`src/rtl/rr_dec_arbiter4_if.sv`:
```
// Request/grant bundle between requesting agents and the round-robin arbiter.
// The master side drives enable and requests; the arbiter drives grants.
interface rr_dec_arbiter4_if;
    logic       en;
    logic [3:0] req;
    logic [3:0] gnt;
    logic [1:0] gnt_id;
    logic       gnt_valid;

    modport master (
        output en,
        output req,
        input  gnt,
        input  gnt_id,
        input  gnt_valid
    );

    modport slave (
        input  en,
        input  req,
        output gnt,
        output gnt_id,
        output gnt_valid
    );
endinterface

```
`src/rtl/rr_dec_arbiter4.sv`:
```
// Four-way round-robin arbiter with bounded tenure.
// Issues a registered grant index plus its one-hot dec24 decode.
module rr_dec_arbiter4 #(
    parameter int unsigned HOLD_MAX = 8
) (
    input  logic               clk,
    input  logic               rst,
    rr_dec_arbiter4_if.slave   bus
);

    localparam int unsigned CW = $clog2(HOLD_MAX + 1);
    localparam logic [CW-1:0] HMAX = CW'(HOLD_MAX);

    typedef enum logic {
        IDLE,
        GRANT
    } state_e;

    state_e        state_q, state_d;
    logic [1:0]    id_q, id_d;
    logic [1:0]    last_q, last_d;
    logic          valid_q, valid_d;
    logic [3:0]    gnt_q, gnt_d;
    logic [CW-1:0] hold_q, hold_d;

    logic [2:0]    idle_win;
    logic [2:0]    oth_win;
    logic [3:0]    oth_req;

    function automatic logic [3:0] dec24(input logic [1:0] id);
        dec24 = 4'b0001 << id;
    endfunction

    // Returns {found, id}: first set bit scanning cyclically from start.
    function automatic logic [2:0] scan(
        input logic [3:0] r,
        input logic [1:0] start
    );
        logic [1:0] idx;
        logic       found;
        logic [1:0] win;
        found = 1'b0;
        win   = 2'd0;
        for (int k = 0; k < 4; k++) begin
            idx = start + 2'(k);
            if (!found && r[idx]) begin
                found = 1'b1;
                win   = idx;
            end
        end
        scan = {found, win};
    endfunction

    assign oth_req  = bus.req & ~dec24(id_q);
    assign idle_win = scan(bus.req, last_q + 2'd1);
    assign oth_win  = scan(oth_req, id_q + 2'd1);

    always_comb begin
        state_d = state_q;
        id_d    = id_q;
        last_d  = last_q;
        valid_d = valid_q;
        hold_d  = hold_q;
        gnt_d   = '0;

        unique case (state_q)
            IDLE: begin
                if (bus.en && |bus.req) begin
                    state_d = GRANT;
                    id_d    = idle_win[1:0];
                    last_d  = idle_win[1:0];
                    valid_d = 1'b1;
                    hold_d  = CW'(1);
                end else begin
                    id_d    = '0;
                    valid_d = 1'b0;
                    hold_d  = '0;
                end
            end
            GRANT: begin
                if (!bus.en) begin
                    state_d = IDLE;
                    id_d    = '0;
                    valid_d = 1'b0;
                    hold_d  = '0;
                end else if (!bus.req[id_q]) begin
                    if (oth_win[2]) begin
                        id_d   = oth_win[1:0];
                        last_d = oth_win[1:0];
                        hold_d = CW'(1);
                    end else begin
                        state_d = IDLE;
                        id_d    = '0;
                        valid_d = 1'b0;
                        hold_d  = '0;
                    end
                end else if (hold_q == HMAX && oth_win[2]) begin
                    // Tenure exhausted with others waiting: rotate away.
                    id_d   = oth_win[1:0];
                    last_d = oth_win[1:0];
                    hold_d = CW'(1);
                end else if (hold_q != HMAX) begin
                    hold_d = hold_q + CW'(1);
                end
            end
            default: begin
                state_d = IDLE;
                id_d    = '0;
                valid_d = 1'b0;
                hold_d  = '0;
            end
        endcase

        if (valid_d) begin
            gnt_d = dec24(id_d);
        end
    end

    always_ff @(posedge clk) begin
        if (rst) begin
            state_q <= IDLE;
            id_q    <= '0;
            last_q  <= 2'd3;
            valid_q <= 1'b0;
            gnt_q   <= '0;
            hold_q  <= '0;
        end else begin
            state_q <= state_d;
            id_q    <= id_d;
            last_q  <= last_d;
            valid_q <= valid_d;
            gnt_q   <= gnt_d;
            hold_q  <= hold_d;
        end
    end

    assign bus.gnt       = gnt_q;
    assign bus.gnt_id    = id_q;
    assign bus.gnt_valid = valid_q;

endmodule
```
`src/flat_wrapper.sv`:
```
// flat-port wrapper written by rule: the top's interface ports become plain ports
module rr_dec_arbiter4_flat 
#(
    parameter int unsigned HOLD_MAX = 8
)
  (clk, rst, bus_en, bus_req, bus_gnt, bus_gnt_id, bus_gnt_valid);
  rr_dec_arbiter4_if bus_i ();
  input  logic clk;
  input  logic rst;
  input wire logic [$bits(bus_i.en)-1:0] bus_en;
  input wire logic [$bits(bus_i.req)-1:0] bus_req;
  output wire logic [$bits(bus_i.gnt)-1:0] bus_gnt;
  output wire logic [$bits(bus_i.gnt_id)-1:0] bus_gnt_id;
  output wire logic [$bits(bus_i.gnt_valid)-1:0] bus_gnt_valid;
  assign bus_i.en = bus_en;
  assign bus_i.req = bus_req;
  assign bus_gnt = bus_i.gnt;
  assign bus_gnt_id = bus_i.gnt_id;
  assign bus_gnt_valid = bus_i.gnt_valid;
  rr_dec_arbiter4 #(.HOLD_MAX(HOLD_MAX)) u_core (.clk(clk), .rst(rst), .bus(bus_i));
endmodule
```
`config.mk`:
```
export PLATFORM = sky130hd
export DESIGN_NAME = rr_dec_arbiter4_flat
export DESIGN_NICKNAME = d
export VERILOG_FILES = /design/src/rtl/rr_dec_arbiter4_if.sv /design/src/rtl/rr_dec_arbiter4.sv /design/src/flat_wrapper.sv
export SDC_FILE = /design/constraint.sdc
export NUM_CORES = 1
export LEC_CHECK = 0
export ABC_AREA = 1
export ABC_CLOCK_PERIOD_IN_PS = 2300
export BUFFER_PORTS_ARGS = -buffer_cell sky130_fd_sc_hd__buf_2
export CAP_MARGIN = 20
export CORE_AREA = 2 2 48 54
export CTS_CLUSTER_SIZE = 28
export DETAILED_ROUTE_END_ITERATION = 16
export DIE_AREA = 0 0 50 56
export PLACE_DENSITY = 0.75
export SLEW_MARGIN = 20
export SYNTH_ARGS = -nofsm -noshare
export SYNTH_HDL_FRONTEND = slang
export SYNTH_SLANG_ARGS = --single-unit
```
`constraint.sdc`:
```
create_clock -name clk -period 2.3 [get_ports clk]
set_input_delay 0.23 -clock clk [delete_from_list [all_inputs] [get_ports clk]]
set_output_delay 0.23 -clock clk [all_outputs]
set_load 0.01 [all_outputs]
```
==> flow_metrics.env, run 1 <==
export IMPL_ys_seq_elements=14
export IMPL_synth_top_area_share_pct=24.4
export IMPL_finalClockSkew_ps=7.98
export IMPL_cts_hold_buf=0
export IMPL_portBuffers=13
export IMPL_slew_violations=0
export IMPL_synthCells=215
export IMPL_grt_overflow=0
export IMPL_power_density_mw_per_mm2=786
export IMPL_final_common_cell="nand2_1"
export IMPL_min_period_ps=2000
export IMPL_layout_cells_most_common_list="82 x nand2_1, 26 x nand3_1, 24 x inv_1"
export IMPL_postRouteAntennaNets=0
export IMPL_cts_tree="done"
export IMPL_vias=1360
export IMPL_setup_violations=0
export IMPL_seq_area_frac_synth_pct=22.2
export IMPL_post_synth_cell_area_avg_um2=5.88
export IMPL_fin_total_pwr_mw=1.12
export IMPL_max_freq_mhz=500
export IMPL_rsz0062_at_grt="no"
export IMPL_status="complete, no violations"
export IMPL_dieArea_mm2=0.00280
export IMPL_syn_to_final_growth_pct=13.2
export IMPL_clk_pin_slew_ps=90
export IMPL_dr_pass1_iters=4
export IMPL_cts_resized=0
export IMPL_antenna_found_initial=0
export IMPL_htree_num_levels=1
export IMPL_start_util_pct=56.7
export IMPL_p_leak_nw=0.801
export IMPL_netlist_area_mm2=0.00126
export IMPL_tightest_slew_ps=357
export IMPL_post_synth_xor_area_fraction_pct=1.39
export IMPL_instances_no_fill=262
export IMPL_crit_type="register to register"
export IMPL_synth_top_family_by_area="simple AND/OR/NAND/NOR gates"
export IMPL_synth_fa_ha_area_share_pct=5.94
export IMPL_end_kind="register"
export IMPL_dpl_hpwl_um=2230
export IMPL_cap_violations=0
export IMPL_fin_ws_ps=298
export IMPL_route_detailed_drc=0
export IMPL_async_flop_share_pct=0
export IMPL_startpoint_type="register"
export IMPL_core_area_mm2=0.00223
export IMPL_required_ps=2470
export IMPL_grt_pass1_vias=1226
export IMPL_wl_per_cell_um=10.6
export IMPL_synth_simple_gate_area_share_pct=51.0
export IMPL_synthTopCellsByArea="nand2_1 24%, dfxtp_1 22%, nand3_1 10%, inv_1 7.4%, ha_1 5.9%"
export IMPL_drt_iter0_drc=45
export IMPL_diodes=0
export IMPL_synth_ff_type="dfxtp_1"
export IMPL_slew_limit_headroom_pct=76.2
export IMPL_finalNetCount=246
export IMPL_routabilityCongestion=0.959
export IMPL_grt_pass1_wl_um=4820
export IMPL_synth_edf_count=0
export IMPL_max_stage_delay_ps=370
export IMPL_cts_setup_buffers=0
export IMPL_crit_arrival_ps=2170
export IMPL_synth_top_area_cell="nand2_1"
export IMPL_synth_compound_area_share_pct=9.01
export IMPL_synth_fp_nets=228
export IMPL_yosysWarnings=0
export IMPL_die_w_um=50
export IMPL_drt_total_wl_um=2790
export IMPL_fillers=193
export IMPL_cts_buffer_depth=2
export IMPL_via_per_inst=5.19
export IMPL_pre_cts_slack_ps=101
export IMPL_fin_crit_sh_pct=87.0
export IMPL_cts_buffers=3
export IMPL_cts_root_buffer="clkbuf_4"
export IMPL_finalSetupTns_ps=0
export IMPL_drive_above_1_share_pct=21.6
export IMPL_crit_path_frequent_cell="nand2_1"
export IMPL_synth_cell_types=25
export IMPL_die_height_um=56
export IMPL_grt_max_degree=14
export IMPL_crit_chain="inv_1, ha_4, inv_2, nand2_1, nand2_2, nand2_1, nand2_2, nor2_2, nand4_1, nand2_1, nand2_2, o21ai_4, inv_1, nand2_1, nand3_1"
export IMPL_worstPathMaxFanout=6
export IMPL_row_count=18
export IMPL_io_pins=14
export IMPL_slowest_stage="dfxtp_2"
export IMPL_hold_path_class="input pin to register"
export IMPL_synthMuxAreaShare_pct=0
export IMPL_hold_viol=0
export IMPL_clk_latency_ps=280
export IMPL_grtUsageTotal_pct=20.8
export IMPL_cts_sinks=14
export IMPL_irDropWorstVdd_v=0.000544
export IMPL_dp_cells=258
[path summary, 6_finish.rpt]
check	end	depth (start not counted)	from	slack, ps
worst min register to register	u_core.hold_q[3]$_SDFFE_PP0P_	2	u_core.state_q$_SDFF_PP0_	550
worst min-delay path	u_core.bus.gnt_id[1]$_SDFF_PP0_	2	rst	180
worst max register to register	u_core.last_q[1]$_SDFFE_PP1P_	15	u_core.bus.gnt_id[1]$_SDFF_PP0_	300
worst max-delay path	u_core.last_q[1]$_SDFFE_PP1P_	15	u_core.bus.gnt_id[1]$_SDFF_PP0_	300
[where the power goes]
part	internal [mW]	total, mW	leakage, nW	switching [mW]
combinational	0.222	0.658	0.665	0.436
clock	0.0962	0.173	0.0210	0.0772
sequential	0.264	0.294	0.115	0.0294
[Yosys cell counts, types with 2 or more instances]
library cell,instances
dfxtp_1,14
nand3_2,3
o21ai_1,2
nor2_2,2
nor2_1,9
inv_1,25
nand4_1,4
a21oi_1,4
o21ai_0,8
nand2_1,82
nor4_1,2
nand3_1,26
inv_2,6
ha_1,6
o21ai_2,3
nand2_2,10
[sequential cells by signal, indices dropped and copies added, names as in the netlist]
signal	cells
u_core.hold_q	4
u_core.bus.gnt	4
u_core.state_q	1
u_core.last_q	2
u_core.bus.gnt_valid	1
u_core.bus.gnt_id	2
[critical path: cells and delay by family, from the launching register on]
| family | cells | cell delay, ps |
|---|---|---|
| AO/OA/AOI/OAI | 1 | 90 |
| adder cells (fa/ha/maj) | 1 | 300 |
| buffers and inverters | 3 | 240 |
| flip-flops | 1 | 370 |
| AND/OR/NAND/NOR | 10 | 880 |
[layout make-up]
| class | count | area (um2) | area share (%) |
|---|---|---|---|
| repair buffers | 15 | 80.1 | 5.60 |
| well taps | 30 | 37.5 | 2.62 |
| clock buffers | 4 | 36.3 | 2.54 |
| multi-input cells | 168 | 878 | 61.4 |
| inverters | 31 | 116 | 8.14 |
| flip-flops and latches | 14 | 282 | 19.7 |
[metrics by stage]
step / hold WS [ps] / util [%] / cell area, um2
after floorplan: 299 / - / 1260
final: 184 / 64.1 / 1430
after detailed placement: 495 / 61.2 / 1370
after global placement: 489 / 61.2 / 1370
after CTS: 196 / 62.9 / 1400
after global routing: 186 / 64.1 / 1430
[cell families (layout without fill, tap and decap cells)]
family / count (synthesis) / after routing
adders and majority gates: 6 / 6
AOI/OAI and AO/OA: 19 / 19
buffers and inverters: 33 / 50
DFF: 14 / 14
and+or+nand+nor: 141 / 141
xor gates and xnor gates: 2 / 2
[per-layer routing]
| layer | track usage [%] | wire length [um] | up-vias |
|---|---|---|---|
| li1 | - | - | 719 |
| met1 | 26.5 | 1270 | 603 |
| met2 | 36.5 | 1360 | 32 |
| met3 | 1.61 | 111 | 6 |
| met4 | 6.75 | 41 | 0 |
| met5 | 0 | 0 | - |
Note: power is estimated with default switching activity, not from simulation.
==> run 2, diff against run 1 <==
- CORE_AREA: 2 2 48 54 -> 2 2 57 64
- DIE_AREA: 0 0 50 56 -> 0 0 59 66
- PLACE_DENSITY: 0.75 -> 0.55
==> run 2 against run 1 <==
Clock skew fell by 5.8 ps. First-iteration DRC count rose by 16%. Worst hold slack got worse by 2.2 ps. Routed wire length rose by 4.6%.
==> flow_metrics.env, run 2 (synthesized netlist as in run 1, its figures left out) <==
export IMPL_regArea_um2=282
export IMPL_tightest_slew_ps=268
export IMPL_grtUsageTotal_pct=15.9
export IMPL_pre_cts_slack_ps=91.8
export IMPL_setup_violations=0
export IMPL_p_leak_nw=0.802
export IMPL_portBuffers=13
export IMPL_crit_arrival_ps=2270
export IMPL_io_pins=14
export IMPL_cts_setup_buffers=0
export IMPL_clk_pin_slew_ps=90
export IMPL_cts_resized=0
export IMPL_hold_path_class="input pin to register"
export IMPL_startpoint_type="register"
export IMPL_multiInputGateArea_um2=851
export IMPL_layout_cells_most_common_list="82 x nand2_1, 26 x nand3_1, 24 x inv_1"
export IMPL_syn_to_final_growth_pct=12.2
export IMPL_cts_hold_buf=0
export IMPL_swShare_pct=48.6
export IMPL_worstPathMaxFanout=6
export IMPL_fillers=361
export IMPL_rsz0062_at_grt="no"
export IMPL_whs_path_depth=2
export IMPL_min_period_ps=2080
export IMPL_cts_root_buffer="clkbuf_4"
export IMPL_crit_type="register to register"
export IMPL_route_detailed_drc=0
export IMPL_p_switching_uw=544
export IMPL_start_util_pct=38.9
export IMPL_drive_above_1_share_pct=21.5
export IMPL_status="complete, no violations"
export IMPL_irDropWorstVdd_v=0.000337
export IMPL_finalSetupTns_ps=0
export IMPL_finalClockSkew_ps=2.20
export IMPL_dr_pass1_iters=4
export IMPL_postRouteAntennaNets=0
export IMPL_grt_pass1_wl_um=4850
export IMPL_ff2ff_path_depth=14
export IMPL_antenna_found_initial=0
export IMPL_grt_pass1_vias=1144
export IMPL_slew_limit_headroom_pct=81.9
export IMPL_final_common_cell="nand2_1"
export IMPL_routabilityCongestion=0.785
export IMPL_diodes=0
export IMPL_slew_violations=0
export IMPL_finalNetCount=247
export IMPL_seqPwrFrac_pct=25.8
export IMPL_required_ps=2480
export IMPL_vias=1315
export IMPL_row_count=22
export IMPL_cts_tree="done"
export IMPL_fin_total_pwr_mw=1.12
export IMPL_core_area_mm2=0.00325
export IMPL_cts_buffer_depth=2
export IMPL_cts_buffers=3
export IMPL_die_w_um=59
export IMPL_hold_viol=0
export IMPL_wl_per_cell_um=10.8
export IMPL_power_density_mw_per_mm2=790
export IMPL_end_kind="register"
export IMPL_htree_num_levels=1
export IMPL_intPower_uw=575
export IMPL_dpl_hpwl_um=2370
export IMPL_die_height_um=66
export IMPL_fin_ws_ps=218
export IMPL_via_per_inst=4.89
export IMPL_clk_latency_ps=290
export IMPL_p_clk_share_pct=16.5
export IMPL_drt_iter0_drc=52
export IMPL_max_freq_mhz=480
export IMPL_cts_sinks=14
export IMPL_grt_overflow=0
export IMPL_dieArea_mm2=0.00389
export IMPL_fin_crit_sh_pct=90.5
export IMPL_drt_total_wl_um=2920
export IMPL_grt_max_degree=14
export IMPL_cap_violations=0
export IMPL_combinationalPowerShare_pct=57.6
==> run 2: routing by layer <==
layer / GRT usage (%) / wire length [um] / up-vias
li1: - / - / 719
met1: 20.4 / 1460 / 570
met2: 27.1 / 1310 / 21
met3: 1.37 / 107 / 5
met4: 5.97 / 46 / 0
met5: 0 / 0 / -
==> run 2: cell type report <==
cell class | instances | share of cell area, %
Tap cell | 36 | 3.18
Multi-Input combinational cell | 168 | 60.0
Timing Repair Buffer | 16 | 6.18
Sequential cell | 14 | 19.9
Inverter | 31 | 8.21
Clock buffer | 4 | 2.56
==> run 2: power groups by stage <==
stage,sequential (mW),clock (mW),combinational (mW)
after floorplan,0.294,0,0.510
final,0.289,0.185,0.645
after global placement,0.295,0,0.652
after global routing,0.294,0.197,0.741
after CTS,0.289,0.190,0.649
after detailed placement,0.295,0,0.646
==> run 2: worst max-delay path, stage by stage (launching register included) <==
cell and delay [ps]:
dfxtp_2 370, inv_1 90, ha_1 330, inv_2 120, nand2_1 70, nand2_2 100, nand3_1 70, nand2_1 90
nand4_2 120, nand2_2 130, nand2_2 80, o21ai_2 190, inv_1 80, nand2_1 70, nand3_1 60
==> run 2: stage by stage <==
stage               std cells  util, %  hold WS (ps)  area, um2
global placement          265     42.5           499       1380
finish                    269     43.6           182       1420
detailed placement        265     42.5           497       1380
CTS                       269     43.6           182       1420
floorplan                 215        -           299       1260
global route              269     43.6           185       1420
==> run 2: final timing paths <==
check / from / endpoint / slack [ps]
max: u_core.bus.gnt_id[1]$_SDFF_PP0_ / u_core.last_q[1]$_SDFFE_PP1P_ / 220
min: rst / u_core.bus.gnt_id[1]$_SDFF_PP0_ / 180
max reg2reg: u_core.bus.gnt_id[1]$_SDFF_PP0_ / u_core.last_q[1]$_SDFFE_PP1P_ / 220
min reg2reg: u_core.state_q$_SDFF_PP0_ / u_core.hold_q[3]$_SDFFE_PP0P_ / 540
